<file path="src/rtl/acc_pkg.sv">
// Shared accelerator types and AXI write-channel constants.
// Latency: none (types and constants only).
// Backpressure: none.
package acc_pkg;

  // Write-back engine states.
  typedef enum logic [2:0] {
    IDLE = 3'd0,
    AW   = 3'd1,
    W    = 3'd2,
    B    = 3'd3,
    DONE = 3'd4
  } wr_state_t;

  localparam logic [1:0] AXI_BURST_INCR  = 2'b01;

  localparam logic [1:0] AXI_RESP_OKAY   = 2'b00;
  localparam logic [1:0] AXI_RESP_SLVERR = 2'b10;
  localparam logic [1:0] AXI_RESP_DECERR = 2'b11;

endpackage

</file>
<file path="src/rtl/acc_result_writer.sv">
// Captures one POY x POX result tile and writes it out as POY INCR bursts of POX beats each.
// Latency: awvalid 1 cycle after capture; tile_done POY*(POX+2)+1 cycles after capture with no stalls.
// Backpressure: tile_ready low while a tile is in flight; each channel holds valid/payload until its handshake.
module acc_result_writer
  import acc_pkg::*;
#(
  parameter int DW  = 32,
  parameter int AW  = 32,
  parameter int POX = 15,
  parameter int POY = 3
) (
  input  logic          clk,
  input  logic          rst_n,
  input  logic          tile_valid,
  output logic          tile_ready,
  input  logic [DW-1:0] result [POY][POX],
  input  logic [AW-1:0] tile_addr,
  input  logic [AW-1:0] row_pitch,
  output logic          tile_done,
  output logic          wr_err,
  input  logic          err_clr,
  output logic [AW-1:0] awaddr,
  output logic [1:0]    awburst,
  output logic          awvalid,
  input  logic          awready,
  output logic [DW-1:0] wdata,
  output logic          wlast,
  output logic          wvalid,
  input  logic          wready,
  input  logic [1:0]    bresp,
  input  logic          bvalid,
  output logic          bready
);

  localparam int XW = (POX > 1) ? $clog2(POX) : 1;
  localparam int YW = (POY > 1) ? $clog2(POY) : 1;
  localparam logic [XW-1:0] X_LAST = XW'(POX - 1);
  localparam logic [YW-1:0] Y_LAST = YW'(POY - 1);

  // The address-width parameter shadows the AW state name, so states are
  // always written package-qualified below.
  wr_state_t     state_q, state_d;
  logic [XW-1:0] x_q, x_d;
  logic [YW-1:0] y_q, y_d;
  logic [AW-1:0] row_addr_q, row_addr_d;
  logic [AW-1:0] pitch_q, pitch_d;
  logic          wr_err_q, wr_err_d;
  logic          capture;

  logic [DW-1:0] buf_q [POY][POX];
  logic [DW-1:0] buf_d [POY][POX];

  logic          awvalid_q, awvalid_d;
  logic [AW-1:0] awaddr_q, awaddr_d;
  logic          wvalid_q, wvalid_d;
  logic          wlast_q, wlast_d;
  logic [DW-1:0] wdata_q, wdata_d;
  logic          bready_q, bready_d;
  logic          tile_ready_q, tile_ready_d;
  logic          tile_done_q, tile_done_d;

  // Next-state, counters, row address accumulation and sticky error.
  always_comb begin
    state_d    = state_q;
    x_d        = x_q;
    y_d        = y_q;
    row_addr_d = row_addr_q;
    pitch_d    = pitch_q;
    wr_err_d   = wr_err_q;
    capture    = 1'b0;
    case (state_q)
      acc_pkg::IDLE: begin
        if (tile_valid && tile_ready_q) begin
          capture    = 1'b1;
          pitch_d    = row_pitch;
          row_addr_d = tile_addr;
          x_d        = '0;
          y_d        = '0;
          state_d    = acc_pkg::AW;
        end
      end
      acc_pkg::AW: begin
        if (awready) state_d = acc_pkg::W;
      end
      acc_pkg::W: begin
        if (wready) begin
          if (x_q == X_LAST) begin
            x_d     = '0;
            state_d = acc_pkg::B;
          end else begin
            x_d = x_q + XW'(1);
          end
        end
      end
      acc_pkg::B: begin
        if (bvalid) begin
          if (y_q == Y_LAST) begin
            state_d = acc_pkg::DONE;
          end else begin
            y_d        = y_q + YW'(1);
            row_addr_d = row_addr_q + pitch_q;
            state_d    = acc_pkg::AW;
          end
        end
      end
      acc_pkg::DONE: state_d = acc_pkg::IDLE;
      default:       state_d = acc_pkg::IDLE;
    endcase
    // A new error response beats a simultaneous clear.
    if (err_clr) wr_err_d = 1'b0;
    if ((state_q == acc_pkg::B) && bvalid && (bresp != AXI_RESP_OKAY)) wr_err_d = 1'b1;
  end

  // Tile buffer loads the whole array on capture and holds it otherwise.
  always_comb begin
    buf_d = capture ? result : buf_q;
  end

  // Registered channel outputs are decoded from the next state so they line up with it.
  always_comb begin
    awvalid_d    = (state_d == acc_pkg::AW);
    awaddr_d     = row_addr_d;
    wvalid_d     = (state_d == acc_pkg::W);
    wlast_d      = wvalid_d && (x_d == X_LAST);
    wdata_d      = wvalid_d ? buf_q[y_d][x_d] : '0;
    bready_d     = (state_d == acc_pkg::B);
    tile_ready_d = (state_d == acc_pkg::IDLE);
    tile_done_d  = (state_d == acc_pkg::DONE);
  end

  // Control and output registers; reset drops every valid at once.
  always_ff @(posedge clk or negedge rst_n) begin
    if (!rst_n) begin
      state_q      <= acc_pkg::IDLE;
      x_q          <= '0;
      y_q          <= '0;
      row_addr_q   <= '0;
      pitch_q      <= '0;
      wr_err_q     <= 1'b0;
      awvalid_q    <= 1'b0;
      awaddr_q     <= '0;
      wvalid_q     <= 1'b0;
      wlast_q      <= 1'b0;
      wdata_q      <= '0;
      bready_q     <= 1'b0;
      tile_ready_q <= 1'b0;
      tile_done_q  <= 1'b0;
    end else begin
      state_q      <= state_d;
      x_q          <= x_d;
      y_q          <= y_d;
      row_addr_q   <= row_addr_d;
      pitch_q      <= pitch_d;
      wr_err_q     <= wr_err_d;
      awvalid_q    <= awvalid_d;
      awaddr_q     <= awaddr_d;
      wvalid_q     <= wvalid_d;
      wlast_q      <= wlast_d;
      wdata_q      <= wdata_d;
      bready_q     <= bready_d;
      tile_ready_q <= tile_ready_d;
      tile_done_q  <= tile_done_d;
    end
  end

  // Tile buffer is pure datapath and needs no reset.
  always_ff @(posedge clk) begin
    buf_q <= buf_d;
  end

  assign tile_ready = tile_ready_q;
  assign tile_done  = tile_done_q;
  assign wr_err     = wr_err_q;
  assign awaddr     = awaddr_q;
  assign awburst    = AXI_BURST_INCR;
  assign awvalid    = awvalid_q;
  assign wdata      = wdata_q;
  assign wlast      = wlast_q;
  assign wvalid     = wvalid_q;
  assign bready     = bready_q;

endmodule

</file>
<file path="config.mk">
export PLATFORM = sky130hd
export DESIGN_NAME = acc_result_writer
export DESIGN_NICKNAME = d
export VERILOG_FILES = /design/src/rtl/acc_pkg.sv /design/src/rtl/acc_result_writer.sv
export SDC_FILE = /design/constraint.sdc
export NUM_CORES = 2
export LEC_CHECK = 0
export BUFFER_PORTS_ARGS = -buffer_cell sky130_fd_sc_hd__buf_2
export CORE_AREA = 2 2 618 620
export CTS_CLUSTER_DIAMETER = 150
export CTS_CLUSTER_SIZE = 16
export DETAILED_ROUTE_END_ITERATION = 16
export DIE_AREA = 0 0 620 622
export PLACE_DENSITY_LB_ADDON = 0.05
export SLEW_MARGIN = 15
export SYNTH_ARGS = -nofsm -noshare
export SYNTH_HDL_FRONTEND = slang
export SYNTH_SLANG_ARGS = --single-unit
</file>
<file path="constraint.sdc">
create_clock -name clk -period 45.4 [get_ports clk]
set_clock_uncertainty 0.1 [all_clocks]
set_input_delay 2.27 -clock clk [delete_from_list [all_inputs] [get_ports clk]]
set_output_delay 2.27 -clock clk [all_outputs]
set_load 0.01 [all_outputs]
</file>
Yosys cells after proc, flatten, opt, wreduce, memory -nomap -nowiden
Cells that the tools add are included.
{ "totals": {"regBits": 1552, "elab_cells": 119} }
{ "op_classes": {"n_addsub": 3, "n_lt_le_gt_ge": 2, "n_eq_ne": 13, "mux": 30, "bitwise": 2, "n_reduce_logical": 11} }
{ "ops": {"columns": ["op", "n"], "rows": [
  ["binary-select mux 480 bit (select 2 bit)", 1],
  ["two-way mux 480 bit", 2],
  ["two-way mux 32 bit", 6],
  ["binary-select mux 32 bit (select 4 bit)", 1],
  ["one-hot mux 32 bit (2 select lines)", 1],
  ["adder 32 bit", 1],
  ["two-way mux 3 bit", 6],
  ["== test 3 x 2 -> 1 bit, second input constant", 4],
  ["two-way mux 4 bit", 3],
  ["one-hot mux 3 bit (4 select lines)", 1],
  ["== test 4 bit, second input constant", 2],
  ["one-hot mux 4 bit (2 select lines)", 1],
  ["== test 3 x 1 -> 1 bit, second input constant", 2],
  ["logical NOT 3 bit", 2],
  ["two-way mux 2 bit", 3],
  ["!= test 2 bit, second input constant", 3],
  ["nonzero test 2 bit", 3],
  [">= comparator 5 bit, second input constant", 1],
  ["NOT 4 -> 5 bit", 1],
  ["adder 4 x 1 -> 4 bit, second input constant", 1],
  ["logical AND 1 bit", 4],
  ["two-way mux 1 bit", 4],
  ["one-hot mux 2 bit (2 select lines)", 1],
  ["AND reduction 4 bit", 1],
  ["other kinds (6)", 6]
]} }

Depth between registers and ports, before layout
{ "depth": {"ltp_word": 12, "ltp_mapped": 17, "ltp_nobuf": 13} }

Least setup slack after synthesis
OpenSTA, ideal clock, no wires.
{ "synth_path": {"path_type": "input to register", "start": "input tile_valid", "end": "register buf_q[0] in the netlist's numbering, enable pin", "setup_time_ns": 2.367, "arrival_time_ns": 41.825, "t_required_ns": 42.933, "slack_ns": 1.108, "cell_stages": 5, "path_buffers": 3, "cell_sequence": "nand3_2 buf_2 inv_1 clkbuf_1 clkbuf_1"} }
{ "synth_between": {"elab_chain_len": 3} }
{ "synth_rtl": {"columns": ["item", "line_no", "source"], "rows": [
  ["from (decl)", "acc_result_writer.sv:14", "input logic tile_valid,"],
  ["logical AND 1 bit", "acc_result_writer.sv:73", "if (tile_valid && tile_ready_q) begin"],
  ["two-way mux 1 bit", "acc_result_writer.sv:73", null],
  ["two-way mux 1 bit", "acc_result_writer.sv:71", "case (state_q)"],
  ["via capture", "acc_result_writer.sv:48", "logic capture;"],
  ["to (signal assigned)", "acc_result_writer.sv:168", "buf_q <= buf_d;"],
  ["to (decl)", "acc_result_writer.sv:50", "logic [DW-1:0] buf_q [POY][POX];"]
]} }
The timed path passes the listed nets, and every way through them passes these cells.
A chain may end at the register's enable or synchronous reset.

Worst setup path in the final report
{ "layout_path": {"start": "input tile_valid", "end": "register wdata_q[31] (netlist: wdata[31])"} }
{ "layout_between": {"elab_chain_len": 11} }
{ "layout_rtl": {"columns": ["item", "line_no", "source"], "rows": [
  ["logical AND 1 bit (*)", "acc_result_writer.sv:73", null],
  ["two-way mux 2 bit", "acc_result_writer.sv:73", null],
  ["one-hot mux 2 bit (2 select lines)", "acc_result_writer.sv:71", null],
  ["NOT 2 -> 3 bit (implied by the code)", "acc_result_writer.sv:125", "wdata_d = wvalid_d ? buf_q[y_d][x_d] : '0;"],
  ["binary-select mux 480 bit (select 2 bit)", "acc_result_writer.sv:125", null],
  ["two-way mux 480 bit (implied by the code) (2 in a row)", "acc_result_writer.sv:125", null],
  ["binary-select mux 32 bit (select 4 bit)", "acc_result_writer.sv:125", null],
  ["two-way mux 32 bit (implied by the code) (2 in a row)", "acc_result_writer.sv:125", null],
  ["two-way mux 32 bit (*)", "acc_result_writer.sv:125", null],
  ["via wdata_d[31]", "acc_result_writer.sv:57", "logic [DW-1:0] wdata_q, wdata_d;"],
  ["to (signal assigned)", "acc_result_writer.sv:159", "wdata_q <= wdata_d;"],
  ["to (decl)", "acc_result_writer.sv:57", null]
]} }
Mark *: on every way through the listed nets, which the timed path passes. The rest lies on a longest branch. The select of a mux whose other input is x is not followed.

==> insert_results.sql <==
INSERT INTO impl_metrics (metric_group, metric, value, unit) VALUES
('clock_network', 'post_cts_setup_buffer_count', '0', ''),
('power', 'power.switching_fraction', '46.75', '%'),
('clock_network', 'cts_sinks', '1552', ''),
('global_route', 'via_count_of_the_first_global_routing_pass', '48540', ''),
('timing', 'grt_setup_unrepaired', 'false', ''),
('routing', 'drt.antenna.violating_nets', '0', ''),
('timing', 'timing.max_slew.rel_slack', '3.875', '%'),
('logic_synthesis', 'ys_types', '79', ''),
('die', 'dieArea', '385600', 'sq um'),
('timing', 'layout_min_cycle_time', '7.312', 'ns'),
('worst_setup_path', 'ff2ff_path_depth', '13', ''),
('clock_network', 'clock_transition_time_at_the_flip_flop_clock_pins_of_the_worst_setup_and_hold_paths', '0.09', 'ns'),
('die', 'initial_utilization', '16.54', '%'),
('global_route', 'antenna_found_initial', '680', ''),
('logic_synthesis', 'syn_area_cell', '13.21', 'sq um'),
('job', 'maxCapViolations', '0', ''),
('routing', 'wirelength', '418.3', 'mm'),
('global_route', 'maximum_number_of_pins_on_one_net_before_global_route_repair', '155', ''),
('clock_network', 'clock_path_buffers', '4', ''),
('die', 'coreArea', '378300', 'sq um'),
('routing', 'vias', '48530', ''),
('logic_synthesis', 'postSynthNetCount', '6289', ''),
('clock_network', 'root_buffer', 'sky130_fd_sc_hd__clkbuf_16', ''),
('timing', 'finalSetupViolCount', '0', ''),
('hold_path', 'hp-class', 'register to register', ''),
('worst_setup_path', 'endpoint_required_time_on_the_critical_path', '46.05', 'ns'),
('logic_synthesis', 'synth-edff-count', '1440', ''),
('power', 'power_frac_clock', '18.9', '%'),
('place', 'gp_congestion', '0.7906', ''),
('layout', 'fillerInstances', '41200', ''),
('worst_setup_path', 'ff2ff_setup_slack', '38.70', 'ns'),
('worst_setup_path', 'arr_time_crit_path', '7.96', 'ns'),
('power', 'part_of_the_total_power_dissipated_in_sequential_elements', '35.6', '%'),
('global_route', 'gr-total-overflow', '0', ''),
('outcome', 'outcome', 'finished clean', ''),
('timing', 'tns', '0', 'ns'),
('place', 'dp_slack', '36.92', 'ns'),
('timing', 'worstMarginPinSlew', '1.435', 'ns'),
('power', 'cell_internal_pwr', '2966', 'uW'),
('hold_path', 'hold_path_end', 'pitch_q[7]', ''),
('logic_synthesis', 'synth_sequential_area_ratio', '73.56', '%'),
('timing', 'finalCritPeriodShare', '16.11', '%'),
('die', 'die-height', '622', 'um'),
('clock_network', 'post_cts_resize_count', '0', ''),
('global_route', 'grt_first_pass_wirelength', '526.0', 'mm'),
('logic_synthesis', 'synthArstFlopShare', '7.216', '%'),
('power', 'pwr-share-comb', '45.5', '%'),
('place', 'buffer_ports.inserted', '1583', ''),
('timing', 'timing_hold_violations_final', '0', ''),
('logic_synthesis', 'ys.flop_type', 'sky130_fd_sc_hd__edfxtp_1', ''),
('clock_network', 'clock_tree_from_tritoncts', 'done', ''),
('worst_setup_path', 'timing.rr.start', 'state_q[1]', ''),
('routing', 'first_iter_violations', '4205', ''),
('logic_synthesis', 'ys_warn_count', '0', ''),
('logic_synthesis', 'synthCells', '4740', ''),
('die', 'die_w', '620', 'um'),
('layout', 'post_route_cells_drive_above_1_share', '30.51', '%'),
('routing', 'drt_first_pass_iters', '8', ''),
('routing', 'route.detailed.vias_per_inst', '4.206', ''),
('power', 'powerDensity', '69.42', 'nW/um^2'),
('hold_path', 'worstHoldPathCells', '2', ''),
('hold_path', 'hp-start', 'pitch_q[7]', ''),
('die', 'rows', '226', ''),
('worst_setup_path', 'crit_path_max_fanout', '41', ''),
('layout', 'post_route_core_utilization', '21.21', '%'),
('timing', 'final.setup.worst_slack', '38.09', 'ns'),
('power', 'power.static_leakage', '0.02959', 'uW'),
('worst_setup_path', 'timing.critical_path.from_type', 'input pin', ''),
('timing', 'final_count_of_pins_violating_max_slew', '0', ''),
('worst_setup_path', 'crit-reg2reg-capture', 'wdata[31]', ''),
('place', 'post_detail_place_hpwl', '322.1', 'mm');
area by class of cell:
class                      count  area, sq um  share of cell area, %
inverter                      16        105.1                 0.1310
tap                         5016         6276                  7.822
clock buffer                 197         3143                  3.917
sequential                  1552        46040                  57.39
clock inverter                 8        63.81                0.07953
timing repair buffer        1698         8944                  11.15
antenna                      182        455.4                 0.5677
multi-input combinational   2867        15200                  18.95
registers in the layout, summed over array words and instances (netlist names), 2 cells and up:
register and count:
pitch_q 32, buf_q 1440, wdata 32, y_q 2, awaddr 32, x_q 4
state_q 3
power by group through the flow:
stage          registers (uW)  clock network [uW]  logic (uW)
6_report                 1980                1050        2530
5_1_grt                  2010                1140        2760
4_1_cts                  1990                1100        2660
3_5_place_dp             2020                   0        2650
3_3_place_gp             2020                   0        2650
2_1_floorplan            2530                   0        1280
cell usage after synthesis, drive strengths merged, types with 3 or more instances:
master	n	share of area (%)
edfxtp	1440	69
nand2	1385	8.3
nand3	398	3.2
buf	236	2.1
a21oi	224	1.8
a31oi	130	1.4
o21ai	116	0.93
dfrtp	112	4.5
and3	104	1.0
a311oi	96	1.4
clkbuf	69	0.41
nor2	64	0.41
nor3	37	0.34
ha	35	0.70
mux2i	32	0.51
mux4	28	1.0
o22ai	28	0.28
a211oi	26	0.32
a21o	19	0.23
o221ai	16	0.23
inv	15	0.090
xor2	12	0.17
xnor2	11	0.15
nor4	10	0.12
nand4	8	0.080
nand2b	7	0.070
o2111ai	7	0.098
o311ai	7	0.098
and2	5	0.050
nor2b	5	0.050
a211o	4	0.056
a32o	4	0.064
and4	4	0.056
nor3b	4	0.056
a2111oi	3	0.052
a22oi	3	0.036
a311o	3	0.048
or3	3	0.030
metal layers:
metal | track usage, % | wire length, um | vias to the layer above | share of wire (%)
met2 | 38.60 | 213900 | 2243 | 51
met4 | 4.099 | 12400 | 200 | 3.0
li1 | - | - | 20730 | -
met5 | 0 | 1285 | - | 0.31
met3 | 4.990 | 26460 | 1105 | 6.3
met1 | 24.67 | 164200 | 24240 | 39
metrics by stage:
stage / total power, uW / hold slack (ns) / std cells / area (sq um)
finish: 5570 / 0.3904 / 11540 / 80230
detailed placement: 4667 / 0.3718 / 11150 / 76560
global route: 5897 / 0.4158 / 11410 / 79900
floorplan: 3801 / 0.3497 / 4740 / 62600
CTS: 5749 / 0.3924 / 11350 / 79770
global placement: 4670 / 0.3645 / 11140 / 76450
cell usage in the layout (no fill, tap or decap), drive strengths merged, types with 3 or more instances in the layout:
| cell type | n |
|---|---|
| buf | 1697 |
| edfxtp | 1440 |
| nand2 | 1385 |
| nand3 | 398 |
| a21oi | 224 |
| clkbuf | 198 |
| diode | 182 |
| a31oi | 130 |
| o21ai | 116 |
| dfrtp | 112 |
| and3 | 104 |
| a311oi | 96 |
| nor2 | 64 |
| nor3 | 37 |
| ha | 35 |
| mux2i | 32 |
| mux4 | 28 |
| o22ai | 28 |
| a211oi | 26 |
| inv | 21 |
| a21o | 19 |
| o221ai | 16 |
| xor2 | 12 |
| xnor2 | 11 |
| nor4 | 10 |
| nand4 | 8 |
| nand2b | 7 |
| o2111ai | 7 |
| o311ai | 7 |
| and2 | 5 |
| nor2b | 5 |
| and4 | 4 |
| a211o | 4 |
| nor3b | 4 |
| a32o | 4 |
| or3 | 3 |
| a22oi | 3 |
| a311o | 3 |
| clkinv | 3 |
| a2111oi | 3 |
worst max path at each step:
stage | from | to | slack (ns) | depth (start not counted)
2_1_floorplan | tile_valid | buf_q[0] | 1.11 | 5
3_3_place_gp | tile_valid | wdata[31] | 36.95 | 13
3_5_place_dp | tile_valid | wdata[31] | 36.92 | 13
4_1_cts | tile_valid | wdata[31] | 37.95 | 13
5_1_grt | tile_valid | wdata[31] | 37.84 | 13
6_report | tile_valid | wdata[31] | 38.09 | 13
worst max-delay path: stages:
cell and delay [ns]:
sky130_fd_sc_hd__buf_2 0.11, sky130_fd_sc_hd__nand3_2 0.06, sky130_fd_sc_hd__buf_4 0.53, sky130_fd_sc_hd__a31oi_4 0.22, sky130_fd_sc_hd__inv_8 0.35, sky130_fd_sc_hd__buf_4 0.72
sky130_fd_sc_hd__buf_4 0.72, sky130_fd_sc_hd__buf_4 0.78, sky130_fd_sc_hd__mux4_2 0.60, sky130_fd_sc_hd__a21oi_1 0.21, sky130_fd_sc_hd__o22ai_1 0.13, sky130_fd_sc_hd__o21ai_1 1.00
sky130_fd_sc_hd__nor3_2 0.04
logic make-up after synthesis:
family / share of synthesized area [%]
AND/OR/NAND/NOR: 13.90
flip-flops: 73.56
AO/OA/AOI/OAI: 7.298
buffers and inverters: 2.637
multiplexers: 1.537
adder cells (fa/ha/maj): 0.7316
XOR/XNOR: 0.3218
other: 0.01200
No activity file was read; power rests on OpenSTA's default activity.
